### src/rtl/prog_mem_arbiter.sv
// Shares the program memory read port between the fetch unit (port 0) and a
// secondary reader (port 1), steering each response back to its owner.
module prog_mem_arbiter #(
  parameter int STARVE_LIMIT = 4,
  parameter int MEM_LATENCY  = 2
) (
  input  logic        clk_in,
  input  logic        rst_in,
  input  logic        mem_ready_in,
  input  logic        req0_in,
  input  logic        req1_in,
  input  logic [31:0] addr0_in,
  input  logic [31:0] addr1_in,
  output logic        grant0_out,
  output logic        grant1_out,
  output logic        valid0_out,
  output logic        valid1_out,
  output logic [31:0] instr_out,
  output logic [31:0] mem_addr_out,
  output logic        mem_read_request_out,
  input  logic [31:0] mem_instr_in,
  input  logic        mem_data_valid_in,
  output logic        busy_out
);

  localparam int         DEPTH = MEM_LATENCY + 1;
  localparam logic [3:0] LIMIT = 4'(STARVE_LIMIT);

  logic [3:0]       starve_cnt;
  logic             starved;
  logic             grant_any;
  logic [DEPTH-1:0] tag_valid;
  logic [DEPTH-1:0] tag_owner;

  // Handshake: a requester holds req/addr until it sees its grant high in a
  // cycle; that cycle is the transfer, and it may change or drop req next cycle.
  always_comb begin
    grant0_out = 1'b0;
    grant1_out = 1'b0;
    starved    = (starve_cnt == LIMIT);
    if (mem_ready_in && !rst_in) begin
      if (starved && req1_in)
        grant1_out = 1'b1;
      else if (req0_in)
        grant0_out = 1'b1;
      else if (req1_in)
        grant1_out = 1'b1;
    end
  end

  assign grant_any = grant0_out | grant1_out;

  always_ff @(posedge clk_in or posedge rst_in) begin
    if (rst_in) begin
      starve_cnt           <= 4'd0;
      mem_read_request_out <= 1'b0;
      mem_addr_out         <= 32'd0;
      tag_valid            <= '0;
      tag_owner            <= '0;
    end else begin
      // While memory is still loading nobody is refused, so the count holds.
      if (mem_ready_in) begin
        if (grant1_out || !req1_in)
          starve_cnt <= 4'd0;
        else if (starve_cnt < LIMIT)
          starve_cnt <= starve_cnt + 4'd1;
      end
      mem_read_request_out <= grant_any;
      if (grant0_out)
        mem_addr_out <= addr0_in;
      else if (grant1_out)
        mem_addr_out <= addr1_in;
      tag_valid <= {tag_valid[DEPTH-2:0], grant_any};
      tag_owner <= {tag_owner[DEPTH-2:0], grant1_out};
    end
  end

  // The oldest tag lines up with the memory's data_valid for that read.
  assign valid0_out = mem_data_valid_in & tag_valid[DEPTH-1] & ~tag_owner[DEPTH-1];
  assign valid1_out = mem_data_valid_in & tag_valid[DEPTH-1] &  tag_owner[DEPTH-1];
  assign instr_out  = mem_instr_in;
  assign busy_out   = |tag_valid;

endmodule
### config.mk
export PLATFORM = sky130hd
export DESIGN_NAME = prog_mem_arbiter
export DESIGN_NICKNAME = d
export VERILOG_FILES = /design/src/rtl/prog_mem_arbiter.sv
export SDC_FILE = /design/constraint.sdc
export NUM_CORES = 1
export LEC_CHECK = 0
export ABC_AREA = 1
export CAP_MARGIN = 40
export CORE_UTILIZATION = 38
export CTS_CLUSTER_DIAMETER = 30
export DETAILED_ROUTE_END_ITERATION = 7
export DONT_BUFFER_PORTS = 1
export GPL_TIMING_DRIVEN = 0
export PLACE_DENSITY_LB_ADDON = 0.12
export SYNTH_ARGS = -nofsm -noshare
export SYNTH_HDL_FRONTEND = slang
export SYNTH_SLANG_ARGS = --single-unit
### constraint.sdc
create_clock -name clk_in -period 4.05 [get_ports clk_in]
set_input_delay 0.405 -clock clk_in [delete_from_list [all_inputs] [get_ports clk_in]]
set_output_delay 0.405 -clock clk_in [all_outputs]
set_load 0.01 [all_outputs]
After elaboration in Yosys (flattened, before gate mapping)
Index checks and enable logic that the tools add are counted.
Widths: inputs -> output; s select.
{ "classes": {"order_cmp": 1, "n_eq_ne": 1, "n_mux": 11, "addsub": 1, "n_bitwise": 5, "reduce_logical": 9} }
{ "op_table": {"columns": ["cell", "n"], "rows": [
  ["$mux 32", 2],
  ["$mux 4", 2],
  ["$mux 1", 7],
  ["$add 4x1->4 const B", 1],
  ["$eq 4x3->1 const B", 1],
  ["$lt 4x3->1 const B", 1],
  ["$reduce_bool 2->1", 2],
  ["$and 1x1->1", 3],
  ["$reduce_or 3->1", 1],
  ["$logic_and 1x1->1", 2],
  ["$logic_not 1->1", 2],
  ["$reduce_and 2->1", 1],
  ["$logic_or 1x1->1", 1],
  ["$not 1->1", 1],
  ["$or 1x1->1", 1]
]} }
{ "totals": {"reg_bits": 43, "elab_cells": 33, "out_inout_bits": 70, "input_bits": 102} }

Longest topological paths before layout
{ "logic_depth": {"word_depth": 7, "ltp_mapped": 11, "depth_no_buf": 11} }

Worst setup path before layout
No wires, ideal clock.
{ "synth_path": {"path_kind": "input to output", "start": "input rst_in", "end": "output grant0_out", "t_arrival_ns": 1.955, "path_slack_ns": 1.690, "path_stages": 6, "required_time_ns": 3.645, "path_buffers": 1, "path_cell_list": "inv_1 -> nand2_2 -> nor2_4 -> nand2_4 -> inv_6 -> buf_12"} }
{ "synth_between": {"elab_chain_len": 3} }
{ "synth_rtl": {"columns": ["item", "line", "rtl"], "rows": [
  ["start: declaration", "8", "input logic rst_in,"],
  ["$logic_not 1->1 (no line)", null, null],
  ["$logic_and 1x1->1", "41", "if (mem_ready_in && !rst_in) begin"],
  ["$mux 1", "41", null],
  ["end: declaration", "14", "output logic grant0_out,"]
]} }
No other way between the ends.

Final worst setup path
Same ends and word-level chain as after synthesis.

==> impl_metrics.csv <==
group,metric,value,unit
sta,hold_ws,-6.56,ps
setup_path,critPathTopFamily,"buffers and inverters",
setup_path,rrSetupSlack,2530,ps
setup_path,crit_required,3640,ps
layout,layout_common_cells,"o21ai_2 (59), nand2_1 (44), dfrtp_1 (42), nor2_1 (35), buf_4 (33)",
logic_synthesis,synth_top_family_by_area,"compound AO/OA/AOI/OAI gates",
status,status,"complete, but fails checks",
placed_design,dp_slack,2040,ps
clock_tree,post_cts_buffers,0,
setup_path,cp_data_arrival_time,1540,ps
clock_tree,clock_path_buffers,2,
layout,fin_area,2650,µm²
sta,tns,0,ps
layout,nets,370,
sta,skew,5.13,ps
die,start_util,40.4,%
grt,grtUsageMet1,18.6,%
routing,detail_route.vias_per_cell,4.99,
sta,finalCritPeriodShare,48.1,%
grt,use_met3,6.04,%
logic_synthesis,synth_seq_cells,42,
placed_design,io_buffers,0,
logic_synthesis,syn_area_per_cell,9.49,µm²
clock_tree,hold_buffers,0,
clock_tree,clock-sinks,42,
power,power_frac_clock,27.6,%
logic_synthesis,syn_nets,362,
setup_path,crit_path_end_kind,"output pin",
setup_path,crit_path_frequent_cell,"buf_12",
sta,worst_slack,2100,ps
sta,tightest_slew,439,ps
setup_path,r2r-start,"starve_cnt[0]$_DFFE_PP0P_",
power,netSwitchingFraction,30.8,%
die,rows,28,
grt,grt_overflow,0,
grt,grt_pass1_wl,7.92,mm
setup_path,cp_max_fo,25,
logic_synthesis,synth-simple-area-share,15.0,%
routing,drt_first_iter_violations,24,
logic_synthesis,syn_inst,258,
routing,drt_wl_total,5.37,mm
setup_path,cp_num_buf_inv,4,
min_path,hp-class,"in -> async",
routing,drtPass1Iterations,4,
routing,drc,0,
logic_synthesis,ys.warnings.count,0,
layout,final_core_util,43.8,%
routing,wl_per_cell,15.7,µm
layout,drive_gt1_share,44.9,%
setup_path,path_class,"in -> out",
grt,antenna_found_initial,0,
setup_path,start_kind,"input port",
setup_path,crit_path_cell_trace,"inv_2 > buf_12 > nand2_2 > nor2_4 > nand2_4 > inv_6 > buf_12",
logic_synthesis,synth_fa_ha_area_share,1.02,%
layout,area_growth,8.38,%
clock_tree,cts_max_level,2,
die,fp.dieH,82.3,µm
logic_synthesis,synth_mux_area_share,0,%
logic_synthesis,synth_compound_area_share,22.8,%
power,seq_power_share,54.0,%
logic_synthesis,syn-cell-area,2450,µm²
setup_path,reg2reg_depth,9,
routing,vias,1705,
logic_synthesis,synth_xor_area_share,0.358,%
layout,final_common_cell,"o21ai_2",
logic_synthesis,synth_edf_count,0,
clock_tree,numCtsBuffers,5,
power,total_leakage_power,1.24,nW
grt,grtUsageTotal,16.1,%
die,core,6060,µm²
power,internal_power,701,µW
grt,grt_max_degree,26,
sta,grt_setup_unrepaired,"false",
sta,hold_viol_final,18,
placed_design,hpwl,4.04,mm
grt,met2_usage,27.4,%
power,pwr-share-comb,18.5,%
grt,grt_pass1_vias,1640,
clock_tree,cts_tree,"yes",
setup_path,critPathMaxStageDelay,310,ps
routing,final_antenna_net_count,0,
clock_tree,cts_root_buf,"clkbuf_8",
sta,setup_viol,0,
logic_synthesis,synth.distinct_cells,26,
layout,diodes,0,
logic_synthesis,synth-async-reset-ratio,100,%
sta,max_freq,514,MHz
grt,busiest_layer,"met2",
clock_tree,cts_resized,0,
job,maxCapViolations,0,
sta,relSlewSlack,70.7,%
logic_synthesis,ys_seq_area_share,42.9,%
sta,slew_violations,0,
die,io_pins,172,
setup_path,cp_slowest_cell,"inv_2",
status,violations,"hold timing",
die,die_area,6770,µm²
power,p_per_area,382,nW/µm²
setup_path,r2r_end,"mem_addr_out[28]$_DFFE_PP0P_",
power,ir_worst_vdd,0.173,mV
placed_design,place_congestion,0.732,
logic_synthesis,ys.flop_type,"dfrtp_1",
placed_design,placed_area,2560,µm²
sta,period_needed,1950,ps
clock_tree,clkTransAtPathRegs,80,ps
power,netSwitchingPower,312,µW
clock_tree,clkLatencyLatePin,290,ps
die,die_w,82.3,µm
-- power by group through the flow --
stage	Sequential, mW	Combinational [mW]	Clock, mW
5_1_grt	0.555	0.215	0.312
2_1_floorplan	0.542	0.164	0
3_5_place_dp	0.557	0.193	0
3_3_place_gp	0.556	0.187	0
6_report	0.547	0.187	0.279
4_1_cts	0.549	0.192	0.291
-- synthesized netlist by cell type (2+ instances only) --
library cell | count | area [µm²]
ha_1 | 2 | 25.0
inv_1 | 9 | 33.8
nand4_1 | 3 | 18.8
nand2_2 | 2 | 12.5
o21ai_0 | 5 | 25.0
o21ai_2 | 59 | 517
buf_4 | 33 | 248
buf_12 | 3 | 60.1
buf_2 | 5 | 25.0
nor2_1 | 35 | 131
buf_8 | 3 | 45.0
nand2_1 | 44 | 165
dfrtp_1 | 42 | 1050
-- area by class of cell --
cell class                      instances  area [µm²]
Fill cell                             624        3410
Sequential cell                        42        1050
Multi-Input combinational cell        159         961
Buffer                                 44         378
Tap cell                               75        93.8
Clock buffer                            7        86.3
Inverter                               13        58.8
Timing Repair Buffer                    1        20.0
Clock inverter                          1        5.00
-- worst register-to-register path: stages, from the launching register on --
cell and delay, ps:
dfrtp_1 370, inv_1 70, ha_1 190, nand2_1 70
clkinv_1 70, nand2_2 90, nand2_4 90, buf_2 200
nor2_1 170, o21ai_2 80
-- layer usage --
layer	part of all wire (%)	up-vias
met5	0	-
li1	-	816
met1	38	785
met3	11	5
met2	49	99
met4	0.99	0
-- state kept, by name, summed over array words and instances (netlist names) --
signal,flops
tag_valid,3
tag_owner,3
starve_cnt,4
mem_addr_out,32
-- metrics by stage --
step                power (mW)  cells
floorplan                0.706    258
global placement         0.743    333
detailed placement       0.749    334
CTS                       1.03    342
global route              1.08    342
finish                    1.01    342
-- worst max path at each step --
stage | start | to | slack (ps) | cells after the start
detailed placement | rst_in | grant0_out | 2040 | 7
floorplan | rst_in | grant0_out | 1690 | 6
finish | rst_in | grant0_out | 2100 | 7
global placement | rst_in | grant0_out | 1130 | 6
CTS | rst_in | grant0_out | 2030 | 7
global route | rst_in | grant0_out | 1910 | 7
-- kinds of logic after synthesis --
family / count (synthesis)
AOI/OAI and AO/OA: 67
xor gates and xnor gates: 1
adders and majority gates: 2
buffers and inverters: 57
DFF: 42
and+or+nand+nor: 89
Power figures use the tool's default switching activity.
